`src/rtl/gate_actuator_responder.sv`:
```
// Plant-side responder for the gate controller: two timed actuator channels
// with a shared step prescaler. Status, accepts, tick and fault are registered.
module gate_actuator_responder #(
  parameter int TRAVEL   = 8,
  parameter int TICK_DIV = 4
) (
  input  logic       clk,
  input  logic       reset,
  input  logic [1:0] E,
  input  logic [1:0] R1,
  input  logic [1:0] R2,
  output logic [1:0] G1,
  output logic [1:0] G2,
  output logic [1:0] A,
  output logic [1:0] P
);

  localparam int PW = $clog2(TRAVEL + 1);
  localparam int CW = (TICK_DIV < 2) ? 1 : $clog2(TICK_DIV);
  localparam logic [CW-1:0] CNT_LAST = CW'(TICK_DIV - 1);
  localparam logic [PW-1:0] POS_END  = PW'(TRAVEL);
  localparam logic [PW-1:0] POS_ONE  = PW'(1);

  localparam logic [2:0] ST_CLOSED  = 3'd0;
  localparam logic [2:0] ST_OPENING = 3'd1;
  localparam logic [2:0] ST_OPEN    = 3'd2;
  localparam logic [2:0] ST_CLOSING = 3'd3;
  localparam logic [2:0] ST_HALTED  = 3'd4;
  localparam logic [2:0] ST_NONE    = 3'd7;

  localparam logic [1:0] CMD_OPEN  = 2'b01;
  localparam logic [1:0] CMD_CLOSE = 2'b10;
  localparam logic [1:0] CMD_STOP  = 2'b11;

  logic [1:0]          r_e;
  logic [1:0][1:0]     r_r;
  logic [1:0][1:0]     r_prev;
  logic [CW-1:0]       r_cnt;
  logic [1:0][2:0]     r_st;
  logic [1:0][PW-1:0]  r_pos;
  logic [1:0][1:0]     r_g;
  logic [1:0]          r_a;
  logic [1:0]          r_p;

  logic                w_emg;
  logic                w_run;
  logic                w_tick;
  logic                w_flt_nxt;
  logic [CW-1:0]       w_cnt_nxt;
  logic [1:0][2:0]     w_st_nxt;
  logic [1:0][2:0]     w_tgt;
  logic [1:0][PW-1:0]  w_pos_nxt;
  logic [1:0][PW-1:0]  w_pos_inc;
  logic [1:0]          w_acc;

  // Legal command transitions; ST_NONE means the command is ignored.
  function automatic logic [2:0] cmd_target(input logic [2:0] st, input logic [1:0] cmd);
    logic [2:0] t;
    t = ST_NONE;
    case (st)
      ST_CLOSED:  t = (cmd == CMD_OPEN)  ? ST_OPENING : ST_NONE;
      ST_OPEN:    t = (cmd == CMD_CLOSE) ? ST_CLOSING : ST_NONE;
      ST_OPENING: t = (cmd == CMD_CLOSE) ? ST_CLOSING : ((cmd == CMD_STOP) ? ST_HALTED : ST_NONE);
      ST_CLOSING: t = (cmd == CMD_OPEN)  ? ST_OPENING : ((cmd == CMD_STOP) ? ST_HALTED : ST_NONE);
      ST_HALTED:  t = (cmd == CMD_OPEN)  ? ST_OPENING : ((cmd == CMD_CLOSE) ? ST_CLOSING : ST_NONE);
      default:    t = ST_NONE;
    endcase
    return t;
  endfunction

  function automatic logic [1:0] g_code(input logic [2:0] st);
    logic [1:0] g;
    case (st)
      ST_CLOSED:               g = 2'b00;
      ST_OPENING, ST_CLOSING:  g = 2'b01;
      ST_OPEN:                 g = 2'b10;
      default:                 g = 2'b11;
    endcase
    return g;
  endfunction

  // Prescaler, per-channel next state and fault flag
  always_comb begin
    w_emg  = (r_e == 2'b11);
    w_run  = (r_e != 2'b01) && !w_emg;
    w_tick = w_run && (r_cnt == CNT_LAST);
    if (!w_run) begin
      w_cnt_nxt = r_cnt;
    end else if (w_tick) begin
      w_cnt_nxt = '0;
    end else begin
      w_cnt_nxt = r_cnt + 1'b1;
    end

    for (int i = 0; i < 2; i++) begin
      w_st_nxt[i]  = r_st[i];
      w_pos_nxt[i] = r_pos[i];
      w_pos_inc[i] = r_pos[i] + 1'b1;
      w_acc[i]     = 1'b0;
      w_tgt[i]     = (r_r[i] != r_prev[i]) ? cmd_target(r_st[i], r_r[i]) : ST_NONE;
      if (r_st[i] > ST_HALTED) begin
        w_st_nxt[i]  = ST_CLOSED;
        w_pos_nxt[i] = '0;
      end else if (w_emg) begin
        if (r_st[i] == ST_OPENING || r_st[i] == ST_CLOSING || r_st[i] == ST_OPEN) begin
          w_st_nxt[i] = ST_HALTED;
        end else begin
          w_st_nxt[i] = r_st[i];
        end
      end else if (!w_run) begin
        w_st_nxt[i] = r_st[i];
      end else if (w_tgt[i] != ST_NONE) begin
        // An accepted command wins over the step tick on the same cycle.
        w_st_nxt[i] = w_tgt[i];
        w_acc[i]    = 1'b1;
      end else if (w_tick && r_st[i] == ST_OPENING) begin
        if (r_pos[i] >= POS_END) begin
          w_pos_nxt[i] = POS_END;
          w_st_nxt[i]  = ST_OPEN;
        end else begin
          w_pos_nxt[i] = w_pos_inc[i];
          w_st_nxt[i]  = (w_pos_inc[i] == POS_END) ? ST_OPEN : ST_OPENING;
        end
      end else if (w_tick && r_st[i] == ST_CLOSING) begin
        if (r_pos[i] <= POS_ONE) begin
          w_pos_nxt[i] = '0;
          w_st_nxt[i]  = ST_CLOSED;
        end else begin
          w_pos_nxt[i] = r_pos[i] - 1'b1;
          w_st_nxt[i]  = ST_CLOSING;
        end
      end else begin
        w_st_nxt[i] = r_st[i];
      end
    end

    if (w_emg) begin
      w_flt_nxt = 1'b1;
    end else if (r_st[0] == ST_CLOSED && r_st[1] == ST_CLOSED) begin
      w_flt_nxt = 1'b0;
    end else begin
      w_flt_nxt = r_p[1];
    end
  end

  // Input sampling, command history, channel state and registered outputs
  always_ff @(posedge clk or posedge reset) begin
    if (reset) begin
      r_e    <= 2'b00;
      r_r    <= '0;
      r_prev <= '0;
      r_cnt  <= '0;
      r_st   <= '0;
      r_pos  <= '0;
      r_g    <= '0;
      r_a    <= 2'b00;
      r_p    <= 2'b00;
    end else begin
      r_e    <= E;
      r_r    <= {R2, R1};
      r_prev <= r_r;
      r_cnt  <= w_cnt_nxt;
      r_st   <= w_st_nxt;
      r_pos  <= w_pos_nxt;
      r_g    <= {g_code(w_st_nxt[1]), g_code(w_st_nxt[0])};
      r_a    <= w_acc;
      r_p    <= {w_flt_nxt, w_tick};
    end
  end

  assign G1 = r_g[0];
  assign G2 = r_g[1];
  assign A  = r_a;
  assign P  = r_p;

endmodule
```
`config.mk`:
```
export PLATFORM = sky130hd
export DESIGN_NAME = gate_actuator_responder
export DESIGN_NICKNAME = d
export VERILOG_FILES = /design/src/rtl/gate_actuator_responder.sv
export SDC_FILE = /design/constraint.sdc
export NUM_CORES = 1
export LEC_CHECK = 0
export ABC_AREA = 0
export CAP_MARGIN = 40
export CORE_MARGIN = 10
export CORE_UTILIZATION = 50
export DETAILED_ROUTE_END_ITERATION = 16
export DONT_BUFFER_PORTS = 1
export MAX_ROUTING_LAYER = met4
export PLACE_DENSITY_LB_ADDON = 0.05
export SYNTH_ARGS = -nofsm -noshare
export SYNTH_HDL_FRONTEND = slang
export SYNTH_SLANG_ARGS = --single-unit
export TNS_END_PERCENT = 10
```
`constraint.sdc`:
```
create_clock -name clk -period 2.32 [get_ports clk]
set_clock_uncertainty 0.05 [all_clocks]
set_input_delay 0.348 -clock clk [delete_from_list [all_inputs] [get_ports clk]]
set_output_delay 0.348 -clock clk [all_outputs]
set_load 0.02 [all_outputs]
```
After elaboration in Yosys (flattened, before gate mapping):

Cells that the tools add are included.

* $add $sub $neg: 5
* $lt $le $gt $ge: 6
* equality and inequality tests: 33
* muxes and demuxes: 65
* reductions and logical operators: 25

Operators with widths (number)
* 3-bit 2-to-1 mux: 26
* 4-bit 2-to-1 mux: 16
* 3-bit one-hot mux with 5 select lines: 2
* 3-bit by 2-bit equality test with 1-bit output (second input constant): 8
* 2-bit 2-to-1 mux: 9
* 2-bit equality test (second input constant): 6
* 3-bit by 1-bit equality test with 1-bit output (second input constant): 4
* 3-bit zero test: 4
* 2-bit one-hot mux with 3 select lines: 2
* 1-bit 2-to-1 mux: 10
* 4-bit by 1-bit adder with 4-bit output (second input constant): 2
* 4-bit equality test (second input constant): 2
* 4-bit >= comparator (second input constant): 2
* 4-bit by 1-bit less-or-equal comparator with 1-bit output (second input constant): 2
* 4-bit AND reduction: 2
* 4-bit by 1-bit subtractor with 4-bit output (second input constant): 2
* 1-bit logical AND: 7
* 3-bit equality test (second input constant): 2
* 3-bit > comparator (second input constant): 2
* 2-bit by 1-bit != test with 1-bit output (second input constant): 3
* 3-bit != test (second input constant): 2
* 2-bit nonzero test: 3
* 3-bit nonzero test: 2
* 2-bit by 1-bit equality test with 1-bit output (second input constant): 2
* 6 further kinds: 12

* flip-flop bits (word level): 34
* input bits: 8
* output and inout port bits: 8
* word-level logic and storage cells: 149

Logic depth before layout (Yosys ltp):

* word-level depth: 14
* gate-level depth with buffers: 7
* depth with buffers taken out: 7

Worst setup path before layout:

No wires, ideal clock.

* path kind: flip-flop to flip-flop
* start: reg r_pos[4] (netlist name)
* end: reg r_g, in the netlist G2[0]
* setup time: 0.137 ns
* data arrival time: 1.775 ns
* required time: 2.133 ns
* setup slack: 0.359 ns
* cell stages (with the launch flop): 8
* path buffers: 0
* period minus slack after synthesis: 1.961 ns
* path through: dfrtp_1 -> inv_1 -> ha_1 -> nor2_1 -> or3_1 -> o311a_1 -> o31ai_1 -> o211ai_1

* longest elaborated chain between the ends: 12
* elaborated cells between the ends (all ways): 19
* classes of those cells: add/sub (1); order compare (2); eq/ne (4); mux (10); reduce/logical (2)

RTL lines
* start, declared: RTL line 40 `logic [1:0][PW-1:0] r_pos;`
* start signal, assigned: RTL line 164 `r_pos <= w_pos_nxt;`
* 4-bit by 1-bit adder with 4-bit output: RTL line 98 `w_pos_inc[i] = r_pos[i] + 1'b1;`
* 4-bit equality test: RTL line 122 `w_st_nxt[i] = (w_pos_inc[i] == POS_END) ? ST_OPEN : ST_OPENING;`
* 2-bit 2-to-1 mux: RTL line 122
* 2-bit 2-to-1 mux: RTL line 117 `if (r_pos[i] >= POS_END) begin`
* 3-bit 2-to-1 mux (*): RTL line 116 `end else if (w_tick && r_st[i] == ST_OPENING) begin`
* 3-bit 2-to-1 mux (*): RTL line 112 `end else if (w_tgt[i] != ST_NONE) begin`
* 3-bit 2-to-1 mux (*): RTL line 110 `end else if (!w_run) begin`
* 3-bit 2-to-1 mux (*): RTL line 104 `end else if (w_emg) begin`
* 3-bit 2-to-1 mux (*): RTL line 101 `if (r_st[i] > ST_HALTED) begin`
* 3-bit by 1-bit equality test with 1-bit output or 3-bit by 2-bit equality test with 1-bit output (tied branches): RTL line 73 `case (st)`
* 2-bit OR reduction: RTL line 73
* 2-bit one-hot mux with 3 select lines (*): RTL line 73
* end signal, assigned: RTL line 165 `r_g <= {g_code(w_st_nxt[1]), g_code(w_st_nxt[0])};`
* end, declared: RTL line 41 `logic [1:0][1:0] r_g;`

Every way passes the cells marked *; elsewhere a longest branch is shown, timed or not.
A chain may end at the register's enable or synchronous reset.

Final worst setup path:

* start: reg r_pos[5] (netlist name)
* end: reg r_g, in the netlist G2[0]

The elaborated chain is that of the path after synthesis.

==> results.yml <==
status:
  status: "finished clean"
timing:
  setup_viol_count_final: 0
  worst_slack_ns: 0.179
  max-slew-margin-rel: 0.688
  fin_crit_ns: 2.14
  slew_viol_final: 0
  whs_ns: 0.0280
  hold_viol_final: 0
  fmax_mhz: 467
  fin_crit_sh: 0.923
  tns_ns: 0
  rsz0062_at_grt: "false"
  tightest_slew_ns: 0.467
synth:
  yosysTopAreaCell: "dfrtp_1"
  synth_warnings: 0
  syn_inst: 236
  synth_area_leaders: "dfrtp_1 (39%), ha_1 (7.4%), nand2_1 (3.6%)"
  synthesis.area_mm2: 0.00220
  seq_area_frac_synth: 0.387
  synthFlopType: "dfrtp_1"
  async_flop_share: 1.00
  synth_top_cell_area_share: 0.387
  ys_types: 58
  synth_enable_flop_cells: 0
  synth_area_per_cell_um2: 9.33
  syn_nets: 257
  yosys_register_bits: 34
routing:
  wl_um: 5100
  final_antenna_net_count: 0
  drc: 0
  drt_first_pass_iters: 4
  via_per_inst: 6.13
  vias: 1807
  routedWlPerCell_um: 17.3
  drt-initial-drc-count: 125
grt:
  grt_max_degree: 35
  grt_pass1_wl_um: 8400
  grt_pass1_vias: 1768
  grtUsageTotal: 0.142
  grt_antenna_before_repair: 0
  grt-ovfl-total: 0
placed_design:
  numPortBuffers: 0
  post-place-ws_ns: 0.101
  place_congestion: 0.885
  hpwlAfterDp_um: 3800
finish:
  utilization: 0.559
  multi_input_area_mm2: 0.00124
  fin_nets: 263
  seqCellArea_um2: 851
  syn_to_final_growth_pct: 8.98
  drive_gt1_frac: 0.103
  diodes: 0
  final_cell_mix: "dfrtp_1 (34), nand2_1 (21), nor2_1 (16), inv_1 (14), ha_1 (13)"
  nFillCells: 384
  layout_commonest_cell: "dfrtp_1"
clock_tree:
  cts_tree: "built"
  clk_pin_slew_ns: 0.07
  cts_num_sinks: 34
  worst_skew_pair.late_latency_ns: 0.29
  cts_setup_buffers: 0
  htree_levels: 2
  clk_path_buf_depth: 2
  cts_buffers: 5
  cts_root_buffer: "clkbuf_8"
die:
  die_x_um: 86.3
  design.core.area_mm2: 0.00429
  initial_core_util: 0.513
  die_area_mm2: 0.00746
  fp.dieH_um: 86.3
  io_pins: 16
  rows: 24
power_and_ir_drop:
  p_sw_frac: 0.424
  switchingPower_uw: 1080
  combPwrFrac: 0.421
  seqPwrFrac: 0.397
  p_leak_uw: 0.00108
  internal-power_uw: 1460
  clockPowerShare: 0.183
  vdd_drop_max_mv: 0.518
  powerDensity_mw_per_mm2: 1060
flow_run:
  max_cap_viol_count: 0
critical_path:
  worstPathArrival_ns: 2.25
  rrSetupSlack_ns: 0.18
  worstPathRequired_ns: 2.43
  worstPathMaxFanout: 5
  worstSetupPathType: "reg2reg"
  cp-end-kind: "register"
  critPathLaunchType: "register"
min_path:
  worstHoldPathType: "in2reg"
-- per-layer routing --
layer	GRT usage	wire (um)	share of wire	vias up
li1	-	-	-	877
met1	0.156	2130	0.42	885
met2	0.238	2660	0.52	33
met3	0.0403	212	0.042	12
met4	0.0545	101	0.020	0
met5	-	0	0	-
-- final cells by class --
type	instances	share of cell area
Sequential cell	34	0.355
Timing Repair Buffer	11	0.0355
Inverter	16	0.0250
Clock buffer	6	0.0344
Clock inverter	2	0.00522
Tap cell	52	0.0271
Multi-Input combinational cell	174	0.518
-- logic make-up after synthesis --
family,count (synthesis),share of synthesized area
multiplexers,9,0.0472
AO/OA/AOI/OAI,66,0.222
adder cells (fa/ha/maj),13,0.0739
buffers and inverters,28,0.0512
AND/OR/NAND/NOR,81,0.196
flip-flops,34,0.387
XOR/XNOR,5,0.0233
-- stage by stage --
| stage | instances | instance area [um2] | power (uW) |
|---|---|---|---|
| after floorplan | 236 | 2200 | 1780 |
| after global placement | 286 | 2290 | 2020 |
| after detailed placement | 286 | 2290 | 2070 |
| after CTS | 295 | 2390 | 2550 |
| after global routing | 295 | 2400 | 2720 |
| final | 295 | 2400 | 2540 |
-- power groups by stage --
| stage | logic, uW | registers, uW | clock network (uW) |
|---|---|---|---|
| 2_1_floorplan | 867 | 909 | 0 |
| 3_5_place_dp | 1060 | 1010 | 0 |
| 6_report | 1070 | 1010 | 464 |
| 4_1_cts | 1060 | 1010 | 475 |
| 5_1_grt | 1180 | 1030 | 506 |
| 3_3_place_gp | 1020 | 1010 | 0 |
-- cells in the mapped netlist (3+ instances only) --
cell	n
and2_1	4
o31ai_1	7
nor2_1	16
mux2i_1	7
clkbuf_1	9
nor3_1	8
nand2b_1	3
dfrtp_1	34
ha_1	13
a31oi_1	3
inv_1	14
o21ai_0	8
a21oi_1	7
o311a_1	3
nand3_1	3
nand2_1	21
nor3b_1	3
o21ai_1	5
a21o_1	4
o41ai_1	3
or4_1	3
nor2b_1	8
-- what timing repair did --
| item | CTS | global route |
|---|---|---|
| hold buffers | 1 | 0 |
| resized for setup | 0 | 1 |
| setup endpoints to repair | 0 | 3 |
| hold endpoints to repair | 2 | 0 |
-- worst max-delay path, cell delays in order, from the launching register on --
cell	delay (ns)
dfrtp_1	0.43
inv_1	0.12
ha_1	0.20
nor2_1	0.08
or3_1	0.36
o311a_1	0.32
o31ai_2	0.33
o211ai_1	0.12
-- state kept, by name, indices dropped and copies added (netlist names) --
name,cells
G1,2
r_cnt,2
A,2
P,2
r_e,2
r_st,6
r_prev,4
r_r,4
r_pos,8
G2,2
-- path summary, 6_finish.rpt --
| check | start | depth (start not counted) | to |
|---|---|---|---|
| max | r_pos[5]$_DFFE_PP0P_ | 7 | G2[0]$_DFF_PP0_ |
| min | R1[0] | 0 | r_r[0]$_DFF_PP0_ |
| max reg2reg | r_pos[5]$_DFFE_PP0P_ | 7 | G2[0]$_DFF_PP0_ |
| min reg2reg | r_r[1]$_DFF_PP0_ | 0 | r_prev[1]$_DFF_PP0_ |
| max in group asynchronous | reset | 3 | r_prev[3]$_DFF_PP0_ |
| min in group asynchronous | reset | 3 | r_e[1]$_DFF_PP0_ |
Power figures use the tool's default switching activity.
